==> src/rtl/skeeball_pkg.sv <==
// skeeball_pkg: shared state encoding, widths and hole point table for the skeeball controller.
package skeeball_pkg;
    localparam int SCORE_W   = 10;
    localparam int BALL_W    = 4;
    localparam int NUM_HOLES = 6;
    typedef enum logic [2:0] {S_IDLE, S_ARM, S_ROLL, S_SCORE, S_DONE} state_t;
    localparam logic [SCORE_W-1:0] HOLE_PTS [NUM_HOLES] = '{10'd10, 10'd20, 10'd30, 10'd40, 10'd50, 10'd100};
    // Points for a set of simultaneous hole edges: the highest-index hole wins, none scores 0.
    function automatic logic [SCORE_W-1:0] hole_points(input logic [NUM_HOLES-1:0] hits);
        logic [SCORE_W-1:0] p;
        p = '0;
        for (int i = 0; i < NUM_HOLES; i++)
            if (hits[i]) p = HOLE_PTS[i];
        return p;
    endfunction
endpackage

==> src/rtl/skeeball_edge_det.sv <==
// skeeball_edge_det: registered rising-edge detector.
//  clk   in         system clock
//  reset in         synchronous active-high, clears the history register
//  level in  WIDTH  input levels
//  rise  out WIDTH  level & ~previous level
module skeeball_edge_det #(
    parameter int WIDTH = 1
) (
    input  logic             clk,
    input  logic             reset,
    input  logic [WIDTH-1:0] level,
    output logic [WIDTH-1:0] rise
);
    logic [WIDTH-1:0] prev;
    always_ff @(posedge clk)
        prev <= reset ? '0 : level;
    assign rise = level & ~prev;
endmodule

==> src/rtl/skeeball_game_ctrl.sv <==
// skeeball_game_ctrl: game sequencer - coin start, ball release, scoring, game end and high score.
//  clk          in   1   system clock
//  reset        in   1   synchronous active-high
//  coin         in   1   coin level, rising edge starts a game (IDLE/DONE only)
//  hole         in   6   hole sensor levels, 10/20/30/40/50/100 points
//  gutter       in   1   gutter sensor level, rising edge scores 0
//  game         out  1   game in progress
//  ball_release out  1   one-cycle ball gate pulse
//  balls_left   out  4   balls not yet released
//  balls        out  9   thermometer of balls_left
//  score        out  10  current or last game score
//  high_score   out  10  best completed-game score
//  game_over    out  1   high while holding the end-of-game display
module skeeball_game_ctrl
    import skeeball_pkg::*;
#(
    parameter int NUM_BALLS    = 9,
    parameter int ROLL_TIMEOUT = 1000,
    parameter int OVER_HOLD    = 5000
) (
    input  logic               clk,
    input  logic               reset,
    input  logic               coin,
    input  logic [5:0]         hole,
    input  logic               gutter,
    output logic               game,
    output logic               ball_release,
    output logic [BALL_W-1:0]  balls_left,
    output logic [8:0]         balls,
    output logic [SCORE_W-1:0] score,
    output logic [SCORE_W-1:0] high_score,
    output logic               game_over
);
    localparam int CNT_MAX = ROLL_TIMEOUT > OVER_HOLD ? ROLL_TIMEOUT : OVER_HOLD;
    localparam int CNT_W   = $clog2(CNT_MAX + 1);

    state_t             state, state_nxt;
    logic               coin_rise, gutter_rise;
    logic [5:0]         hole_rise;
    logic [CNT_W-1:0]   cnt;
    logic [SCORE_W-1:0] points, total;

    skeeball_edge_det #(.WIDTH(1)) u_coin   (.clk(clk), .reset(reset), .level(coin),   .rise(coin_rise));
    skeeball_edge_det #(.WIDTH(6)) u_hole   (.clk(clk), .reset(reset), .level(hole),   .rise(hole_rise));
    skeeball_edge_det #(.WIDTH(1)) u_gutter (.clk(clk), .reset(reset), .level(gutter), .rise(gutter_rise));

    assign total = score + points;

    always_ff @(posedge clk)
        state <= reset ? S_IDLE : state_nxt;

    always_comb begin
        state_nxt    = state;
        game         = state inside {S_ARM, S_ROLL, S_SCORE};
        ball_release = state == S_ARM;
        game_over    = state == S_DONE;
        balls        = 9'((10'd1 << balls_left) - 10'd1);
        case (state)
            S_IDLE:  state_nxt = coin_rise ? S_ARM : S_IDLE;
            S_ARM:   state_nxt = S_ROLL;
            S_ROLL:  state_nxt = (|hole_rise || gutter_rise || cnt == CNT_W'(ROLL_TIMEOUT - 1)) ? S_SCORE : S_ROLL;
            S_SCORE: state_nxt = balls_left == '0 ? S_DONE : S_ARM;
            S_DONE:  state_nxt = coin_rise ? S_ARM : cnt == CNT_W'(OVER_HOLD - 1) ? S_IDLE : S_DONE;
            default: state_nxt = S_IDLE;
        endcase
    end

    // One counter serves both the ROLL timeout and the DONE hold; it is cleared on entry to each.
    always_ff @(posedge clk) begin
        if (reset) begin
            cnt        <= '0;
            points     <= '0;
            score      <= '0;
            high_score <= '0;
            balls_left <= '0;
        end else begin
            cnt <= cnt + 1'b1;
            if ((state == S_IDLE || state == S_DONE) && coin_rise) begin
                score      <= '0;
                balls_left <= BALL_W'(NUM_BALLS);
            end
            if (state == S_ARM) begin
                balls_left <= balls_left - 1'b1;
                cnt        <= '0;
            end
            // Gutter-only and timeout both land here with no hole edge, giving 0 points.
            if (state == S_ROLL)
                points <= hole_points(hole_rise);
            if (state == S_SCORE) begin
                score <= total;
                cnt   <= '0;
                if (balls_left == '0 && total > high_score)
                    high_score <= total;
            end
        end
    end
endmodule

==> config.mk <==
export PLATFORM = sky130hd
export DESIGN_NAME = skeeball_game_ctrl
export DESIGN_NICKNAME = d
export VERILOG_FILES = /design/src/rtl/skeeball_pkg.sv /design/src/rtl/skeeball_edge_det.sv /design/src/rtl/skeeball_game_ctrl.sv
export SDC_FILE = /design/constraint.sdc
export NUM_CORES = 1
export LEC_CHECK = 0
export ABC_CLOCK_PERIOD_IN_PS = 3140
export BUFFER_PORTS_ARGS = -buffer_cell sky130_fd_sc_hd__clkbuf_2
export CAP_MARGIN = 10
export CORE_ASPECT_RATIO = 1.25
export CORE_MARGIN = 2
export CORE_UTILIZATION = 50
export DETAILED_ROUTE_END_ITERATION = 7
export PLACE_DENSITY = 0.72
export SLEW_MARGIN = 5
export SYNTH_ARGS = -nofsm -noshare
export SYNTH_HDL_FRONTEND = slang
export SYNTH_SLANG_ARGS = --single-unit
==> constraint.sdc <==
create_clock -name clk -period 3.14 [get_ports clk]
set_input_delay 0.942 -clock clk [delete_from_list [all_inputs] [get_ports clk]]
set_output_delay 0.942 -clock clk [all_outputs]
set_load 0.1 [all_outputs]
==> impl_metrics.ini <==
[outcome]
status = complete, but fails checks
violations = setup timing

[critical_path]
cp_slowest_cell = or4b_4
crit_path_cell_trace = ha_4 > fa_2 > a211oi_4 > nor3_1 > or4b_4 > ha_4 > nand4_1 > or3_4 > o2111a_2 > buf_4 > nor3_2 > nor3_1
crit_type = flip-flop to flip-flop
critPathLaunchType = flip-flop
worstSetupEndpointType = flip-flop
slowest_delay_ns = 0.51
arrival_ns = 3.40
worst_ep_required_time_ns = 3.33
path_buf_inv = 1
cp_top_family = simple AND/OR/NAND/NOR gates
critPathMaxFanout = 8

[hold_path]
hold_path.class = flip-flop to flip-flop

[placed_design]
placed_cells = 473
numPortBuffers = 43
gp_congestion = 0.855
hpwl_um = 5170

[job]
cap_violations = 0

[global_routing]
grt_pass1_wl_um = 11500
grt_max_degree = 25
grt_pass1_vias = 2577
antenna_found_initial = 0
grtUsageTotal = 0.213
grt-ovfl-total = 0

[yosys]
syn-cell-area_um2 = 2980
syn_avg_cell_area_um2 = 8.28
synth_cells = 360
ys_ff_latch = 52
synth_edf_count = 0
yosysSeqAreaShare = 0.349
ys_types = 60
synthArstFlopShare = 0
synth-main-ff-cell = dfxtp_1
yosys_warnings = 0

[clock_network]
cts_root_buffer = clkbuf_8
path_clk_slew_ns = 0.10
hold_buffers = 0
cts_tree = built
numCtsBuffers = 5
clk_path_buf_depth = 2
clkLatencyLatePin_ns = 0.31
htree_levels = 2
cts_sinks = 52

[sta]
min_period_ns = 3.21
slew_violations = 0
hold_viol_final = 0
relSlewSlack = 0.578
setup_tns_ns = -0.0731
finalCritPeriodShare = 1.02
worst_slew_pin_slew_ns = 0.631
setup_viol = 1
worst_slack_ns = -0.0731
timing.fmax_ghz = 0.311
hold_slack_ns = 0.461
skew_ns = 0.0120
grt_setup_unrepaired = true

[detailed_routing]
drt-pass1-iter-count = 5
remaining_drc_errors = 0
avgViaCountPerCell = 5.59
ant_nets = 0
routedWlPerCell_um = 14.0
drt-initial-drc-count = 120
vias = 2712
wl_um = 6790

[final_layout]
final_util = 0.654
area_growth_pct = 26.8
antenna_cells = 0
final_cell_mix = dfxtp_1 (38), nor2_1 (36), clkbuf_2 (35)
final_common_cell = dfxtp_1
layout-drive-gt1-share = 0.298
finalNetCount = 452
fin_cells = 485

[power_and_ir_drop]
internal_power_mw = 1.46
sequentialPowerShare = 0.256
power_switching_mw = 1.51
finalPower_mw = 2.98
power-per-cell-area_nw_per_um2 = 788
p_clk_frac = 0.154
cellLeakagePower_nw = 1.52
p_sw_frac = 0.508
vdd_drop_max_mv = 0.807
p_comb_frac = 0.590

[die]
row_count = 31
die_y_um = 90.3
dieArea_um2 = 6600
io_pins = 46
core-area_um2 = 5780
die_w_um = 73.1
start_util = 0.516
## flip-flops by register name, indices dropped and copies added, names as in the netlist
signal         count
balls_left         4
cnt               13
high_score         9
points             6
score              9
state              3
u_coin.prev        1
u_gutter.prev      1
u_hole.prev        6
## cells by family (layout without fill, tap and decap cells)
kind of cell | Yosys count | count (layout) | synth area share
AO/OA/AOI/OAI | 85 | 85 | 0.191
XOR/XNOR | 16 | 16 | 0.0470
adder cells (fa/ha/maj) | 24 | 24 | 0.103
buffers and inverters | 37 | 95 | 0.0520
flip-flops | 52 | 52 | 0.349
multiplexers | 1 | 1 | 0.00336
other | 1 | 2 | 0.00126
AND/OR/NAND/NOR | 144 | 144 | 0.253
## metrics by stage
step	worst slack [ns]	instance area [um2]
2_1_floorplan	-0.243	3180
3_3_place_gp	0.00811	3580
3_5_place_dp	-0.0853	3580
4_1_cts	-0.0219	3720
5_1_grt	-0.178	3780
6_report	-0.0731	3780
## cells in the mapped netlist (2+ instances only)
| master | number | area (um2) |
|---|---|---|
| clkbuf_1 | 6 | 22.5 |
| buf_4 | 3 | 22.5 |
| and3_1 | 2 | 12.5 |
| nor3_1 | 12 | 60.1 |
| a211oi_1 | 6 | 45.0 |
| o21a_1 | 2 | 15.0 |
| a21o_1 | 2 | 15.0 |
| a31oi_1 | 3 | 18.8 |
| xnor2_1 | 8 | 70.1 |
| nand2b_1 | 11 | 68.8 |
| nor2_1 | 39 | 146 |
| a21oi_1 | 23 | 115 |
| o211ai_1 | 2 | 15.0 |
| or3_1 | 4 | 25.0 |
| nand2_1 | 24 | 90.1 |
| nor3b_1 | 4 | 30.0 |
| nand4_1 | 4 | 25.0 |
| or2_2 | 2 | 12.5 |
| ha_1 | 23 | 288 |
| dfxtp_1 | 52 | 1040 |
| o21ai_0 | 20 | 100 |
| buf_2 | 3 | 15.0 |
| nor3_2 | 3 | 30.0 |
| nor4_1 | 2 | 12.5 |
| nand4b_1 | 3 | 26.3 |
| inv_1 | 24 | 90.1 |
| xor2_1 | 8 | 70.1 |
| nand3_1 | 14 | 70.1 |
| nor2b_1 | 13 | 81.3 |
| a22oi_1 | 8 | 60.1 |
## worst register-to-register path: cells and delay by family (launching register included)
kind | cells | cell delay (ns)
AOI/OAI and AO/OA | 2 | 0.49
adders and majority gates | 3 | 0.81
buffers and inverters | 1 | 0.16
DFF | 1 | 0.36
and+or+nand+nor | 6 | 1.27
## repair_timing
item / CTS / global route
pin swaps: 7 / 10
setup endpoints to repair: 13 / 13
gates resized for setup: 3 / 14
hold endpoints to repair: 0 / 0
buffers inserted: 2 / 2
## final cells by class
type	instances	area (um2)
Timing Repair Buffer	63	430
Clock inverter	1	8.76
Multi-Input combinational cell	272	1990
Inverter	24	90.1
Clock buffer	7	108
Sequential cell	52	1070
Fill cell	491	2000
Tap cell	66	82.6
## power by group through the flow
| stage | sequential [mW] | combinational, mW | clock, mW |
|---|---|---|---|
| after global placement | 0.771 | 1.67 | 0 |
| after floorplan | 0.850 | 1.25 | 0 |
| after detailed placement | 0.774 | 1.69 | 0 |
| after global routing | 0.770 | 1.85 | 0.496 |
| final | 0.762 | 1.76 | 0.459 |
| after CTS | 0.759 | 1.71 | 0.471 |
## layer usage
metal,wire (um),track usage,vias up
met5,0,0,-
met4,109,0.0540,0
met3,282,0.0402,10
met2,3480,0.370,63
met1,2920,0.265,1259
li1,-,-,1380
## final timing paths
check / end / from / cells past startpoint / slack (ns)
max: high_score[3]$_SDFFE_PP0P_ / score[1]$_SDFFE_PP0P_ / 12 / -0.07
min: cnt[0]$_SDFF_PP0_ / cnt[0]$_SDFF_PP0_ / 1 / 0.46
max reg2reg: high_score[3]$_SDFFE_PP0P_ / score[1]$_SDFFE_PP0P_ / 12 / -0.07
min reg2reg: cnt[0]$_SDFF_PP0_ / cnt[0]$_SDFF_PP0_ / 1 / 0.46
(Power assumes the default switching activity.)
